`config.mk`:
```
export PLATFORM = sky130hd
export DESIGN_NAME = gfx256_pixel_writer
export DESIGN_NICKNAME = d
export VERILOG_FILES = /design/src/rtl/gfx256_pixel_writer.sv
export SDC_FILE = /design/constraint.sdc
export NUM_CORES = 2
export LEC_CHECK = 0
export ABC_AREA = 1
export CAP_MARGIN = 20
export CORE_AREA = 5 5 416 418
export CTS_CLUSTER_DIAMETER = 100
export DETAILED_ROUTE_END_ITERATION = 8
export DIE_AREA = 0 0 421 423
export SYNTH_ARGS = -nofsm -noshare
export SYNTH_HDL_FRONTEND = slang
export SYNTH_SLANG_ARGS = --single-unit
```
`constraint.sdc`:
```
create_clock -name clk_i -period 8.8 [get_ports clk_i]
set_input_delay 1.32 -clock clk_i [delete_from_list [all_inputs] [get_ports clk_i]]
set_output_delay 1.32 -clock clk_i [all_outputs]
set_load 0.02 [all_outputs]
```
`src/rtl/gfx256_pixel_writer.sv`:
```
// gfx256_pixel_writer: writes blended pixels into a 256-bit memory; optional depth test under GFX256_ZBUF_EN
module gfx256_pixel_writer #(
  parameter int point_width = 16,
  parameter int MDW = 256
) (
  input  logic                   clk_i,
  input  logic                   rst_i,
  input  logic [31:0]            target_base_i,
  input  logic [point_width-1:0] target_size_x_i,
  input  logic [5:0]             bpp_i,
  input  logic [5:0]             cbpp_i,
  input  logic [15:0]            coeff1_i,
  input  logic [9:0]             coeff2_i,
  input  logic [31:0]            zbuffer_base_i,
  input  logic                   zbuffer_enable_i,
  input  logic                   write_i,
  input  logic [point_width-1:0] pixel_x_i,
  input  logic [point_width-1:0] pixel_y_i,
  input  logic [point_width-1:0] pixel_z_i,
  input  logic [31:0]            pixel_color_i,
  input  logic                   strip_i,
  input  logic [MDW-1:0]         strip_color_i,
  output logic                   ack_o,
  output logic                   rd_request_o,
  output logic [31:0]            rd_addr_o,
  input  logic                   rd_ack_i,
  input  logic [MDW-1:0]         rd_data_i,
  output logic                   wr_request_o,
  output logic [31:0]            wr_addr_o,
  output logic [MDW-1:0]         wr_data_o,
  output logic [31:0]            wr_sel_o,
  input  logic                   wr_ack_i
);
  typedef enum logic [2:0] {IDLE, ADDR1, ADDR2, ZREAD, ZWRITE, CREAD, CWRITE, ACK} state_t;
  state_t r_state, w_next, w_cpath;
  logic [point_width-1:0] r_x, r_y, r_z;
  logic [31:0] r_color, r_lin, r_addr, r_rd_addr, r_wr_addr, r_wr_sel, w_sel;
  logic [MDW-1:0] r_strip_color, r_wr_data, w_mask, w_placed, w_merged;
  logic [7:0] r_mb;
  logic [37:0] w_bit;
  logic r_strip, r_rd_req, r_wr_req, w_aligned, w_rd_done, w_wr_done, w_ztest, w_unused;
  assign w_bit = 38'(r_lin) * 38'(bpp_i);
  assign w_aligned = bpp_i == 6'd8 || bpp_i == 6'd16 || bpp_i == 6'd32;
  assign w_rd_done = r_rd_req && rd_ack_i;
  assign w_wr_done = r_wr_req && wr_ack_i;
  assign w_cpath = (r_strip || w_aligned) ? CWRITE : CREAD;
  assign w_mask = ((MDW'(1) << bpp_i) - MDW'(1)) << r_mb;
  assign w_placed = (MDW'(r_color) << r_mb) & w_mask;
  assign w_merged = (rd_data_i & ~w_mask) | w_placed;
  assign w_sel = ((32'd1 << bpp_i[5:3]) - 32'd1) << r_mb[7:3];
`ifdef GFX256_ZBUF_EN
  logic [3:0] w_ze;
  logic [15:0] w_zstored;
  logic [31:0] w_zaddr;
  logic w_zpass;
  assign w_ze = r_lin[3:0];
  assign w_zaddr = zbuffer_base_i + 32'({r_lin[26:4], 5'b0});
  assign w_zstored = rd_data_i[{w_ze, 4'b0} +: 16];
  assign w_zpass = $signed(r_z) < $signed(w_zstored);
  assign w_ztest = zbuffer_enable_i;
  assign w_unused = ^{cbpp_i, coeff1_i, coeff2_i, w_bit[37:35]};
`else
  assign w_ztest = 1'b0;
  assign w_unused = ^{cbpp_i, coeff1_i, coeff2_i, w_bit[37:35], zbuffer_base_i, zbuffer_enable_i, r_z};
`endif
  assign ack_o = r_state == ACK;
  assign rd_request_o = r_rd_req;
  assign rd_addr_o = r_rd_addr;
  assign wr_request_o = r_wr_req;
  assign wr_addr_o = r_wr_addr;
  assign wr_data_o = r_wr_data;
  assign wr_sel_o = r_wr_sel;
  // state register
  always_ff @(posedge clk_i) begin
    if (rst_i) r_state <= IDLE;
    else r_state <= w_next;
  end
  // next state: address pipeline, optional depth test, then colour read/write
  always_comb begin
    w_next = r_state;
    case (r_state)
      IDLE:   w_next = write_i ? ADDR1 : IDLE;
      ADDR1:  w_next = ADDR2;
      ADDR2:  w_next = bpp_i == 6'd0 ? ACK : w_ztest ? ZREAD : w_cpath;
`ifdef GFX256_ZBUF_EN
      ZREAD:  w_next = w_rd_done ? (w_zpass ? ZWRITE : ACK) : ZREAD;
      ZWRITE: w_next = w_wr_done ? w_cpath : ZWRITE;
`endif
      CREAD:  w_next = w_rd_done ? CWRITE : CREAD;
      CWRITE: w_next = w_wr_done ? ACK : CWRITE;
      default: w_next = IDLE;
    endcase
  end
  // pixel capture and two-stage word address / bit offset computation
  always_ff @(posedge clk_i) begin
    if (r_state == IDLE && write_i) begin
      r_x <= pixel_x_i;
      r_y <= pixel_y_i;
      r_z <= pixel_z_i;
      r_color <= pixel_color_i;
      r_strip <= strip_i;
      r_strip_color <= strip_color_i;
    end
    if (r_state == ADDR1) r_lin <= 32'(r_y) * 32'(target_size_x_i) + 32'(r_x);
    if (r_state == ADDR2) begin
      r_addr <= target_base_i + {w_bit[34:8], 5'b0};
      r_mb <= w_bit[7:0];
    end
  end
  // bus requests rise one cycle into their state and drop on the accepted ack
  always_ff @(posedge clk_i) begin
    if (rst_i) begin
      r_rd_req <= 1'b0;
      r_wr_req <= 1'b0;
      r_rd_addr <= '0;
      r_wr_addr <= '0;
      r_wr_data <= '0;
      r_wr_sel <= '1;
    end else begin
      r_rd_req <= (r_state == CREAD || r_state == ZREAD) && !w_rd_done;
      r_wr_req <= (r_state == CWRITE || r_state == ZWRITE) && !w_wr_done;
      if (r_state == CREAD) r_rd_addr <= r_addr;
      if (r_state == CREAD && w_rd_done) begin
        r_wr_data <= w_merged;
        r_wr_sel <= '1;
      end
      if (r_state == CWRITE) begin
        r_wr_addr <= r_addr;
        r_wr_data <= r_strip ? r_strip_color : w_aligned ? w_placed : r_wr_data;
        r_wr_sel <= r_strip ? '1 : w_aligned ? w_sel : r_wr_sel;
      end
`ifdef GFX256_ZBUF_EN
      if (r_state == ZREAD) r_rd_addr <= w_zaddr;
      if (r_state == ZWRITE) begin
        r_wr_addr <= w_zaddr;
        r_wr_data <= MDW'(r_z) << {w_ze, 4'b0};
        r_wr_sel <= 32'd3 << {w_ze, 1'b0};
      end
`endif
    end
  end
endmodule

```
==> out/results.ini <==
[global_routing]
groute.usage.overall = 0.416
via_count_of_the_first_global_routing_pass = 68853
grt-ovfl-total = 0
grt_max_degree = 198
wire_length_of_the_first_global_routing_pass_um = 531000
initial_antenna_violation_count = 100

[setup_path]
worst_setup_path_start_kind = input port
r2r.worst_path.cells = 38
worst_r2r_endpoint = r_addr[30]
critical_path.max_stage_delay_ps = 540
critPathRequiredTime_ps = 9330
cp_num_buf_inv = 3
critical-path-top-cell-by-count = sky130_fd_sc_hd__nand2_1
r2r-start = r_lin[3]
worst-path-max-fanout = 5
cp_slowest_cell = sky130_fd_sc_hd__fa_1
cpLargestDelayFamily = compound AO/OA/AOI/OAI gates
critical_path_arrival_ps = 8030
endpoint_kind = register
worst-r2r-setup-slack_ps = 1410
timing_worst_setup_path_type = in -> reg

[final_layout]
layout.area.seq_um2 = 18900
filler_cell_count = 17423
drive_above_1_share = 0.0392
multiInputGateArea_um2 = 40300
layout_commonest_cell = sky130_fd_sc_hd__nand2_1
nNetsFinal = 11817
syn2layout_area_growth_pct = 22.1
layout.cells.most_common_list = sky130_fd_sc_hd__nand2_1 (3,038), sky130_fd_sc_hd__inv_1 (1,089), sky130_fd_sc_hd__nor2_1 (1,056)

[logic_synthesis]
area_share_of_the_leading_cell_type_in_the_synthesized_netlist = 0.179
postSynth.topFlopCell = sky130_fd_sc_hd__edfxtp_1
synthCells = 10037
syn_nets = 11265
ys_async_sr_fraction = 0
synth-seq-cells = 750
post_synth_instance_area_um2 = 66100
ys_top_cells_by_area = sky130_fd_sc_hd__edfxtp_1 (18%), sky130_fd_sc_hd__nand2_1 (17%), sky130_fd_sc_hd__dfxtp_1 (11%), sky130_fd_sc_hd__fa_1 (10%), sky130_fd_sc_hd__nand3_1 (7.9%)
top_cell_type_by_total_area_after_synthesis = sky130_fd_sc_hd__edfxtp_1
post_synth.cell_area_avg_um2 = 6.58
synth_sequential_area_ratio = 0.287
synth-edff-count = 393
ys_warn_count = 0
synthDistinctLibCells = 57

[sta]
setup_tns_ps = 0
final.hold.worst_slack_ps = 481
hold_viol = 0
slew_violations = 0
post-route-period-util = 0.852
max_freq_ghz = 0.133
final-setup-viol-count = 0
rsz0062_at_grt = false
finalClockSkew_ps = 43.7
timing.final.crit_period_ps = 7500
worst_slew_slack_as_a_fraction_of_its_limit = 0.0577
timing_worst_slew_pin_value_ps = 1400

[route]
drt_iter0_markers = 10527
detail_route.wirelength_um = 389000
postRouteAntennaNets = 0
drcViolationCount = 0
avgViaCountPerCell = 5.78
detailroute.via_count = 74878
wire_per_inst_um = 30.0
drt-pass1-iter-count = 7

[worst_hold_path]
holdCritPathClass = reg -> reg
min_path_cells = 2
hold_end = wr_sel_o[23]
min_from = wr_sel_o[23]

[place]
buffer_ports.inserted = 990
dp_hpwl_um = 308000
globalplace.congestion = 1.07

[clocking]
cts_tree = yes
cts_max_level = 3
cts.repair.resized = 0
post_cts.repair.setup_buffers = 0
cts_sinks = 750
clkTransAtPathRegs_ps = 60
hold_buffers = 0
worstSkewPairLatency_ps = 790
cts-root-to-sink-buffers = 3
cts_made_buffers = 93
cts_root_buf = sky130_fd_sc_hd__clkbuf_16

[power]
leakagePower_nw = 38.4
worst_ir_drop_vdd_v = 0.000926
powerDensity_nw_per_um2 = 428

[die]
floorplan.die.width_um = 421
row_count = 151
floorplan.initialDensity = 0.392
ios = 1072
core_area_um2 = 169000
dieArea_um2 = 178000
die-height_um = 423

[status]
outcome = completed

[run]
max-cap-violations = 0

## per-stage QoR
step	utilization	std cells	worst slack [ps]	area, um^2	total power, mW
after detailed placement	0.458	12708	590	77200	30.0
after floorplan	-	10037	517	66100	22.7
after global routing	0.478	12944	830	80700	37.5
final	0.478	12954	1300	80700	34.5
after global placement	0.457	12706	596	77200	29.7
after CTS	0.477	12884	1380	80500	34.3
## cells by family (layout without fill, tap and decap cells)
group,count (synthesis),after routing,share of synthesized area
xor+xnor,104,104,0.0138
flops,750,750,0.287
compound gates,1426,1426,0.114
mux,16,16,0.00242
fa+ha+maj,511,511,0.134
buf+inv,1772,2405,0.104
other cells,0,66,0
simple gates,5458,5458,0.345
## where the power goes
part | switching [mW] | total, mW | internal (mW)
combinational | 16.0 | 24.7 | 8.69
sequential | 0.369 | 5.66 | 5.29
clock | 1.75 | 4.15 | 2.40
## cell usage after synthesis, types with 4 or more instances
master / number
sky130_fd_sc_hd__a221oi_1: 6
sky130_fd_sc_hd__o221ai_1: 9
sky130_fd_sc_hd__dfxtp_1: 357
sky130_fd_sc_hd__and2_4: 6
sky130_fd_sc_hd__nand2_1: 3039
sky130_fd_sc_hd__xor2_1: 72
sky130_fd_sc_hd__a21boi_1: 5
sky130_fd_sc_hd__nand2_2: 22
sky130_fd_sc_hd__buf_2: 96
sky130_fd_sc_hd__nand3_2: 25
sky130_fd_sc_hd__o211ai_1: 42
sky130_fd_sc_hd__inv_1: 1097
sky130_fd_sc_hd__nor2_1: 1060
sky130_fd_sc_hd__or2_1: 9
sky130_fd_sc_hd__buf_6: 6
sky130_fd_sc_hd__a21boi_0: 37
sky130_fd_sc_hd__o21ai_0: 688
sky130_fd_sc_hd__nand3_1: 1040
sky130_fd_sc_hd__nor3_1: 21
sky130_fd_sc_hd__a31oi_1: 17
sky130_fd_sc_hd__buf_1: 139
sky130_fd_sc_hd__fa_1: 330
sky130_fd_sc_hd__clkbuf_1: 407
sky130_fd_sc_hd__a21oi_1: 503
sky130_fd_sc_hd__o21bai_1: 4
sky130_fd_sc_hd__inv_2: 10
sky130_fd_sc_hd__nand2_4: 4
sky130_fd_sc_hd__buf_4: 11
sky130_fd_sc_hd__nand4_1: 180
sky130_fd_sc_hd__ha_1: 181
sky130_fd_sc_hd__a21o_1: 7
sky130_fd_sc_hd__and2_1: 7
sky130_fd_sc_hd__xnor2_1: 32
sky130_fd_sc_hd__nor2_4: 10
sky130_fd_sc_hd__o21ai_1: 66
sky130_fd_sc_hd__or2_2: 10
sky130_fd_sc_hd__clkinv_1: 5
sky130_fd_sc_hd__nor2_2: 18
sky130_fd_sc_hd__edfxtp_1: 393
sky130_fd_sc_hd__mux2i_1: 16
sky130_fd_sc_hd__o22ai_1: 23
## worst register-to-register path: cells and delay by family (launching register included)
kind                       cells  cell delay, ps
and+or+nand+nor               19            1640
buffers and inverters          4             210
adders and majority gates      5            2230
xor gates and xnor gates       1             210
AOI/OAI and AO/OA              9            2350
DFF                            1             520
## metal layers
layer  up-vias  GRT usage  wire (um)
li1      33385          -          -
met1     36144      0.540     154000
met2      4445      0.616     165000
met3       886     0.0995      39600
met4        18      0.279      30500
met5         -          0        127
## how the worst max path moves through the flow
stage / end / cells past startpoint / from
2_1_floorplan: r_color[0] / 2 / write_i
3_3_place_gp: r_addr[30] / 37 / bpp_i[5]
3_5_place_dp: r_addr[30] / 37 / bpp_i[5]
4_1_cts: r_addr[30] / 37 / bpp_i[5]
5_1_grt: r_addr[30] / 37 / bpp_i[5]
6_report: r_addr[30] / 37 / bpp_i[5]
## layout make-up
class                      count  area share
clock inverter                42     0.00636
sequential                   750       0.235
multi-input combinational   7515       0.500
clock buffer                 134      0.0341
timing repair buffer        1116       0.136
inverter                    1113      0.0525
antenna                       66     0.00205
tap                         2218      0.0344
## sequential cells by signal (all words and copies together), names as in the netlist
register / count
r_addr: 32
r_color: 32
r_lin: 32
r_mb: 8
r_state: 3
r_strip: 1
r_strip_color: 256
r_x: 16
r_y: 16
rd_addr_o: 32
rd_request_o: 1
wr_addr_o: 32
wr_data_o: 256
wr_request_o: 1
wr_sel_o: 32
No activity file was read; power rests on OpenSTA's default activity.
